[src/rtl/sha256_pkg.sv]
// sha256_pkg: SHA-256 round count, IV, FSM states and the FIPS 180-4 round/schedule functions
package sha256_pkg;
  localparam int ROUNDS = 64;
  localparam int K_LAT = 1;
  localparam logic [255:0] IV = 256'h6a09e667_bb67ae85_3c6ef372_a54ff53a_510e527f_9b05688c_1f83d9ab_5be0cd19;
  typedef enum logic [1:0] {IDLE, PREFETCH, ROUND, FINAL} state_e;
  function automatic logic [31:0] rotr(input logic [31:0] x, input int n);
    return (x >> n) | (x << (32 - n));
  endfunction
  function automatic logic [31:0] ch(input logic [31:0] e, input logic [31:0] f, input logic [31:0] g);
    return (e & f) ^ (~e & g);
  endfunction
  function automatic logic [31:0] maj(input logic [31:0] a, input logic [31:0] b, input logic [31:0] c);
    return (a & b) ^ (a & c) ^ (b & c);
  endfunction
  function automatic logic [31:0] bsig0(input logic [31:0] x);
    return rotr(x, 2) ^ rotr(x, 13) ^ rotr(x, 22);
  endfunction
  function automatic logic [31:0] bsig1(input logic [31:0] x);
    return rotr(x, 6) ^ rotr(x, 11) ^ rotr(x, 25);
  endfunction
  function automatic logic [31:0] ssig0(input logic [31:0] x);
    return rotr(x, 7) ^ rotr(x, 18) ^ (x >> 3);
  endfunction
  function automatic logic [31:0] ssig1(input logic [31:0] x);
    return rotr(x, 17) ^ rotr(x, 19) ^ (x >> 10);
  endfunction
endpackage

[src/rtl/sha256_msg_sched.sv]
// sha256_msg_sched: 16-word message window (load block_i, shift_i one word per round, w_o = W_t)
module sha256_msg_sched
  import sha256_pkg::*;
(
  input  logic         clk,
  input  logic         rst,
  input  logic         load_i,
  input  logic         shift_i,
  input  logic [511:0] block_i,
  output logic [31:0]  w_o
);
  logic [0:15][31:0] w_q;
  always_ff @(posedge clk) begin
    if (rst) w_q <= '0;
    else if (load_i) w_q <= block_i;
    else if (shift_i) w_q <= {w_q[1:15], ssig1(w_q[14]) + w_q[9] + ssig0(w_q[1]) + w_q[0]};
  end
  assign w_o = w_q[0];
endmodule

[src/rtl/sha256_round_engine.sv]
// sha256_round_engine: one-block SHA-256 compression (start/block_in/chain_in in, k_select/k_data ROM port, busy/done/digest out)
module sha256_round_engine
  import sha256_pkg::*;
(
  input  logic         clk,
  input  logic         rst,
  input  logic         start,
  input  logic [511:0] block_in,
  input  logic [255:0] chain_in,
  output logic [5:0]   k_select,
  input  logic [31:0]  k_data,
  output logic         busy,
  output logic         done,
  output logic [255:0] digest
);
  state_e state_q, state_d;
  logic [5:0] t_q;
  logic [7:0][31:0] v_q, h_q, digest_q;
  logic done_q;
  logic [31:0] w_t, t1, t2;
  sha256_msg_sched u_sched (
    .clk(clk),
    .rst(rst),
    .load_i(state_q == IDLE && start),
    .shift_i(state_q == ROUND),
    .block_i(block_in),
    .w_o(w_t)
  );
  always_comb begin
    t1 = v_q[0] + bsig1(v_q[3]) + ch(v_q[3], v_q[2], v_q[1]) + k_data + w_t;
    t2 = bsig0(v_q[7]) + maj(v_q[7], v_q[6], v_q[5]);
    state_d = state_q == IDLE     ? (start ? PREFETCH : IDLE) :
              state_q == PREFETCH ? ROUND :
              state_q == ROUND    ? (t_q == 6'(ROUNDS - 1) ? FINAL : ROUND) : IDLE;
  end
  always_ff @(posedge clk) begin
    if (rst) begin
      state_q  <= IDLE;
      t_q      <= '0;
      v_q      <= '0;
      h_q      <= '0;
      digest_q <= '0;
      done_q   <= 1'b0;
    end else begin
      state_q <= state_d;
      done_q  <= state_q == FINAL;
      if (state_q == IDLE && start) begin
        v_q <= chain_in;
        h_q <= chain_in;
      end
      if (state_q == PREFETCH) t_q <= '0;
      if (state_q == ROUND) begin
        t_q <= t_q + 6'd1;
        v_q <= {t1 + t2, v_q[7:5], v_q[4] + t1, v_q[3:1]};
      end
      if (state_q == FINAL)
        for (int i = 0; i < 8; i++) digest_q[i] <= h_q[i] + v_q[i];
    end
  end
  assign k_select = state_q == ROUND ? t_q + 6'd1 : 6'd0;
  assign busy = state_q != IDLE;
  assign done = done_q;
  assign digest = digest_q;
endmodule

[config.mk]
export PLATFORM = sky130hd
export DESIGN_NAME = sha256_round_engine
export DESIGN_NICKNAME = d
export VERILOG_FILES = /design/src/rtl/sha256_pkg.sv /design/src/rtl/sha256_msg_sched.sv /design/src/rtl/sha256_round_engine.sv
export SDC_FILE = /design/constraint.sdc
export NUM_CORES = 2
export LEC_CHECK = 0
export CAP_MARGIN = 20
export CORE_UTILIZATION = 45
export CTS_CLUSTER_DIAMETER = 100
export DETAILED_ROUTE_END_ITERATION = 8
export DONT_BUFFER_PORTS = 1
export PLACE_DENSITY = 0.6
export SYNTH_ARGS = -nofsm -noshare
export SYNTH_HDL_FRONTEND = slang
export SYNTH_SLANG_ARGS = --single-unit
[constraint.sdc]
create_clock -name clk -period 6.9 [get_ports clk]
set_input_delay 0.345 -clock clk [delete_from_list [all_inputs] [get_ports clk]]
set_output_delay 0.345 -clock clk [all_outputs]
set_load 0.005 [all_outputs]
Word-level counts from Yosys, hierarchy flattened --
Cells that the tools add are included.
Cells by class: add/subtract/negate cells 19, equal/unequal tests 4, muxes and demuxes 12, bitwise gates (word level) 27, reductions and logical operators 5
Operators by type and width (number):
- 2-to-1 mux 512 bit | 2
- adder 32 bit | 18
- 2-to-1 mux 256 bit | 2
- XOR 32 bit | 9
- AND 32 bit | 5
- inverter 32 bit | 1
- bitwise OR 10 x 32 -> 32 bit | 1
- bitwise OR 13 x 32 -> 32 bit | 1
- bitwise OR 14 x 32 -> 32 bit | 1
- bitwise OR 15 x 32 -> 32 bit | 1
- bitwise OR 19 x 32 -> 32 bit | 1
- bitwise OR 21 x 32 -> 32 bit | 1
- bitwise OR 25 x 32 -> 32 bit | 1
- bitwise OR 26 x 32 -> 32 bit | 1
- bitwise OR 30 x 32 -> 32 bit | 1
- bitwise OR 7 x 32 -> 32 bit | 1
- XOR 32 x 22 -> 32 bit | 1
- XOR 32 x 29 -> 32 bit | 1
- 2-to-1 mux 6 bit | 3
- adder 6 x 1 -> 6 bit (second input constant) | 1
- equality test 6 bit (second input constant) | 1
- 2-to-1 mux 2 bit | 3
- nonzero test 2 bit | 3
- equality test 2 bit (second input constant) | 2
- 4 further kinds | 5
Word-level totals: register bits after elaboration 1289, input port bits 803, output and inout port bits 264, logic and storage cells 110

Depth between registers and ports, before layout --
word-level depth 9, depth in mapped cells 36, mapped depth without buffers 35

Cells and area by module --
A second synthesis with hierarchy kept.
Unflattened totals: cells, all modules 9732, area, all modules 77185.3 um^2
By module, submodules not included:
- sha256_round_engine | instances 1, cells each 6313, area an instance 49676.4 um^2, seq. area each 15554.9 um^2
- sha256_msg_sched | instances 1, cells each 3419, area an instance 27508.9 um^2, seq. area each 10249.8 um^2

Worst setup path after synthesis --
OpenSTA, ideal clock, no wires.
kind reg-to-reg, start reg v_q[123] (netlist name), end reg v_q[251] (netlist name), library setup time 128 ps, arrival time 7026 ps, data required time 6772 ps, setup slack -253 ps, stages on the path, launching flop included 36, buffers on the path 1, period minus slack after synthesis 7153 ps, path through dfxtp_1 > clkbuf_1 > xnor2_1 > xnor2_1 > fa_1 > inv_1 > fa_1 > inv_1 > fa_1 > inv_1 > ha_1 > a21o_1 > a21oi_1 > o21a_1 > o31a_1 > o21bai_1 > a21oi_1 > nor2b_1 > o21a_1 > nor2_1 > xnor2_1 > inv_1 > fa_1 > inv_1 > ha_1 > a21o_1 > a21o_1 > a2111oi_0 > a21bo_2 > a21oi_1 > o21ai_1 > a21o_1 > a21oi_1 > xnor2_1 > a21oi_1 > nor2_1
Between the ends: word-level cells in the longest chain between the ends 9, elaborated cells on any way between the ends 15, those cells by class add/sub (5); mux (1); bitwise (9)
RTL lines:
- start: declaration | RTL line sha256_round_engine.sv:18 | logic [7:0][31:0] v_q, h_q, digest_q;
- start signal: assignment | RTL line sha256_round_engine.sv:48 | v_q <= chain_in;
- start signal: assignment | RTL line sha256_round_engine.sv:54 | v_q <= {t1 + t2, v_q[7:5], v_q[4] + t1, v_q[3:1]};
- bitwise OR 21 x 32 -> 32 bit / bitwise OR 26 x 32 -> 32 bit (equally long branches) | RTL line sha256_pkg.sv:8 | return (x >> n) | (x << (32 - n));
- XOR 32 bit (2 in series) | RTL line sha256_pkg.sv:20 | return rotr(x, 6) ^ rotr(x, 11) ^ rotr(x, 25);
- adder 32 bit | RTL line sha256_round_engine.sv:30 | t1 = v_q[0] + bsig1(v_q[3]) + ch(v_q[3], v_q[2], v_q[1]) + k_data + w_t;
- adder 32 bit (*) (3 in series) | RTL line sha256_round_engine.sv:30
- adder 32 bit (*) | RTL line sha256_round_engine.sv:54
- 2-to-1 mux 256 bit (*) | RTL line sha256_round_engine.sv:52 | if (state_q == ROUND) begin
Mark *: on every way between the ends. The rest lies on a longest branch, timed or not. A chain may end at the register's enable or synchronous reset.

Worst setup path in the final report --
start reg v_q[123] (netlist name), end reg v_q[252] (netlist name)
Same word-level chain as after synthesis.

==> flow_summary.ini <==
[outcome]
status = finished, violations left
violations = slew limit, setup timing

[setup_path]
crit_top_cell = buf_4
start_kind = register
timing.rr.start = v_q[123]$_SDFFE_PP0P_
crit_path_top_delay_cell = fa_1
crit_required_ns = 7.62
crit_path_max_incr_delay_ns = 0.49
end_kind = register
setup.worst_path.start = v_q[123]$_SDFFE_PP0P_
crit_fanout = 3
cp.arrival_ns = 7.65
path_class = register to register

[clocking]
cts_root_buf = clkbuf_16
clockBufferDepth = 3
worst_skew_pair.late_latency_ns = 0.85
clk_pin_slew_ns = 0.06
cts-buffers-inserted = 150
h-tree-depth = 4
cts_tree = built
cts.sinks = 1289

[floorplan]
rows = 150
die_area_um2 = 170000
initial_utilization_pct = 45.2
die_x_um = 412
die_h_um = 412
core-area_um2 = 167000
io_pins = 1067

[sta]
setup_ws_ns = -0.0253
maxSlewViolCount = 424
fin_crit_sh_pct = 100
slew_headroom_pct = -132
layout_min_cycle_time_ns = 6.93
tightest_slew_ns = 3.49
max_freq_mhz = 144
setup_tns_ns = -0.0585
finalHoldViolCount = 0
rsz0062_at_grt = yes
setup_viol = 3
final.setup_skew_ns = 0.0336

[route]
firstDrtPassIters = 6
vias = 74200
wl_per_cell_um = 26.3
avgViaCountPerCell = 5.79
ant_nets = 0
drt_iter0_markers = 6967
routed_wl_um = 337000
route.detailed.drc = 0

[logic_synthesis]
synth_common_cells = 1,289 x dfxtp_1, 1,160 x nor2_1, 945 x nand2_1
synth_ff_type = dfxtp_1
synthAdderAreaFrac_pct = 11.4
netlist_area_um2 = 75600
syn_nets = 10400
ys_seq_elements = 1289
yosysUniqueCellTypes = 91
yosys.area_share.xor_xnor_pct = 6.15
yosys.area_share.simple_pct = 14.8
async_flop_share_pct = 0
synth_edf_count = 0
yosys_warnings = 0
synth_mux_area_share_pct = 8.55
ys_seq_area_share_pct = 34.1
synth-compound-area-share_pct = 19.7
netlist_instances = 9062
synth_top_area_share_pct = 34.1
yosys.area.top_type = dfxtp_1
synth.area.top_cells = dfxtp_1 34%, mux2i_1 8.1%, ha_1 6.2%
yosys.cell_count.top_type = dfxtp_1
synth_top_family_by_area = compound AO/OA/AOI/OAI gates
synth_area_per_cell_um2 = 8.34

[layout]
num-fill-cells = 14500
fin_nets = 11800
drive_gt1_share_pct = 7.25
syn2layout_area_growth_pct = 31.7
fin_cells = 12800
fin_area_um2 = 99500

[power_and_ir_drop]
powerDensity_nw_per_um2 = 351
vdd_drop_max_v = 0.000384
leakage_uw = 0.0426

[placed_design]
io_buffers = 0
dp_cells = 11000
post_dp_cell_area_um2 = 78700
gp_congestion = 0.957
hpwl_um = 242000

[min_path]
holdCritPathClass = primary input to register
worstHoldStart = chain_in[127]

[global_route]
antenna_found_initial = 88
grt_max_degree = 945
grt_pass1_wl_um = 479000
grt_overflow_total = 0
grt_pass1_vias = 72000
track_usage_pct = 38.1

[job]
drv_cap = 0
cells in the final DEF (no fill, tap or decap), types with 14 or more instances in the layout:
master / synthesis / layout
nand3_1: 188 / 187
a211oi_1: 578 / 577
mux2_2: 30 / 30
fa_1: 195 / 194
nand4_1: 18 / 18
ha_1: 377 / 367
mux2i_1: 612 / 612
nand2b_1: 57 / 57
nor2_1: 1160 / 1152
a31o_2: 14 / 14
a21boi_0: 17 / 16
a311oi_1: 35 / 34
dlygate4sd3_1: 0 / 1492
a31oi_1: 47 / 44
dfxtp_1: 1289 / 1283
diode_2: 0 / 71
clkbuf_1: 517 / 37
nor3_1: 70 / 67
o211ai_1: 24 / 24
o21bai_1: 28 / 27
xnor2_1: 386 / 375
buf_4: 0 / 322
a21oi_1: 771 / 752
and3_1: 46 / 46
and2_1: 21 / 20
a21o_1: 203 / 203
a21oi_2: 6 / 22
xor2_1: 145 / 135
o21ai_0: 344 / 333
clkinv_2: 0 / 22
nand2_1: 945 / 942
clkbuf_16: 0 / 154
o21ai_1: 18 / 23
inv_1: 419 / 414
clkbuf_8: 0 / 31
or3_1: 39 / 38
o21a_1: 66 / 66
nor2b_1: 71 / 70
power by group:
group	internal, uW	leakage, uW	switching, uW
registers	7910	0.0106	632
clock network	4740	0.00244	3480
logic	8230	0.0296	9940
kinds of logic (layout without fill, tap and decap cells):
group                    after synthesis  after routing
multiplexers                         642            642
buffers and inverters               1036           2519
AO/OA/AOI/OAI                       2315           2315
other                                  0             71
flip-flops                          1289           1289
AND/OR/NAND/NOR                     2674           2674
adder cells (fa/ha/maj)              575            575
XOR/XNOR                             531            531
layout make-up:
| class | instances | area [um2] | area share [%] |
|---|---|---|---|
| multi-input cells | 6737 | 46500 | 46.8 |
| flip-flops and latches | 1289 | 25800 | 25.9 |
| repair buffers | 1831 | 17700 | 17.8 |
| clock buffers | 222 | 4420 | 4.44 |
| well taps | 2204 | 2760 | 2.77 |
| inverters | 422 | 1590 | 1.60 |
| clock inverters | 44 | 522 | 0.524 |
| diodes | 71 | 178 | 0.179 |
timing repair:
action                                 in CTS  in global routing
setup endpoints to repair                  21                 34
pin swaps                                  48                 70
hold buffers                             1495                  1
buffers inserted                            9                  7
endpoints found under the hold margin    1222                  2
resized for setup                          50                 74
routing by layer:
layer  global-route usage [%]  vias up  routed length, um
li1                         -    34200                  -
met1                     45.9    35800             132000
met2                     61.4     3302             154000
met3                     6.15      911              23000
met4                     27.9       20              27700
met5                        0        -                137
worst max-delay path: cells and delay by family (launching register included):
family                   cells  cell delay (ns)
AO/OA/AOI/OAI               10             2.00
XOR/XNOR                     2             0.31
adder cells (fa/ha/maj)      6             2.55
buffers and inverters        9             0.82
flip-flops                   1             0.33
AND/OR/NAND/NOR              6             0.82
registers in the layout, indices dropped and copies added, names as in the netlist:
name / flops
digest: 256
done: 1
h_q: 256
state_q: 2
t_q: 6
u_sched.w_o: 32
u_sched.w_q: 480
v_q: 256
per-stage QoR:
| stage | hold WS (ns) | worst slack (ns) | total power, uW | util [%] |
|---|---|---|---|---|
| 3_5_place_dp | 0.451 | -0.465 | 24500 | 47.1 |
| 2_1_floorplan | 0.439 | 0.0206 | 18100 | - |
| 5_1_grt | -0.000235 | -0.390 | 36700 | 59.6 |
| 4_1_cts | 0.0143 | -0.128 | 34000 | 59.2 |
| 3_3_place_gp | 0.444 | -0.438 | 24500 | 47.1 |
| 6_report | 0.0347 | -0.0253 | 34900 | 59.6 |
final timing paths:
kind / endpoint / slack [ns] / cells past startpoint
worst max-delay path: v_q[252]$_SDFFE_PP0P_ / -0.03 / 33
worst min-delay path: v_q[127]$_SDFFE_PP0P_ / 0.03 / 2
worst max register to register: v_q[252]$_SDFFE_PP0P_ / -0.03 / 33
worst min register to register: h_q[219]$_SDFFE_PP0P_ / 0.46 / 2
No activity file was read; power rests on OpenSTA's default activity.
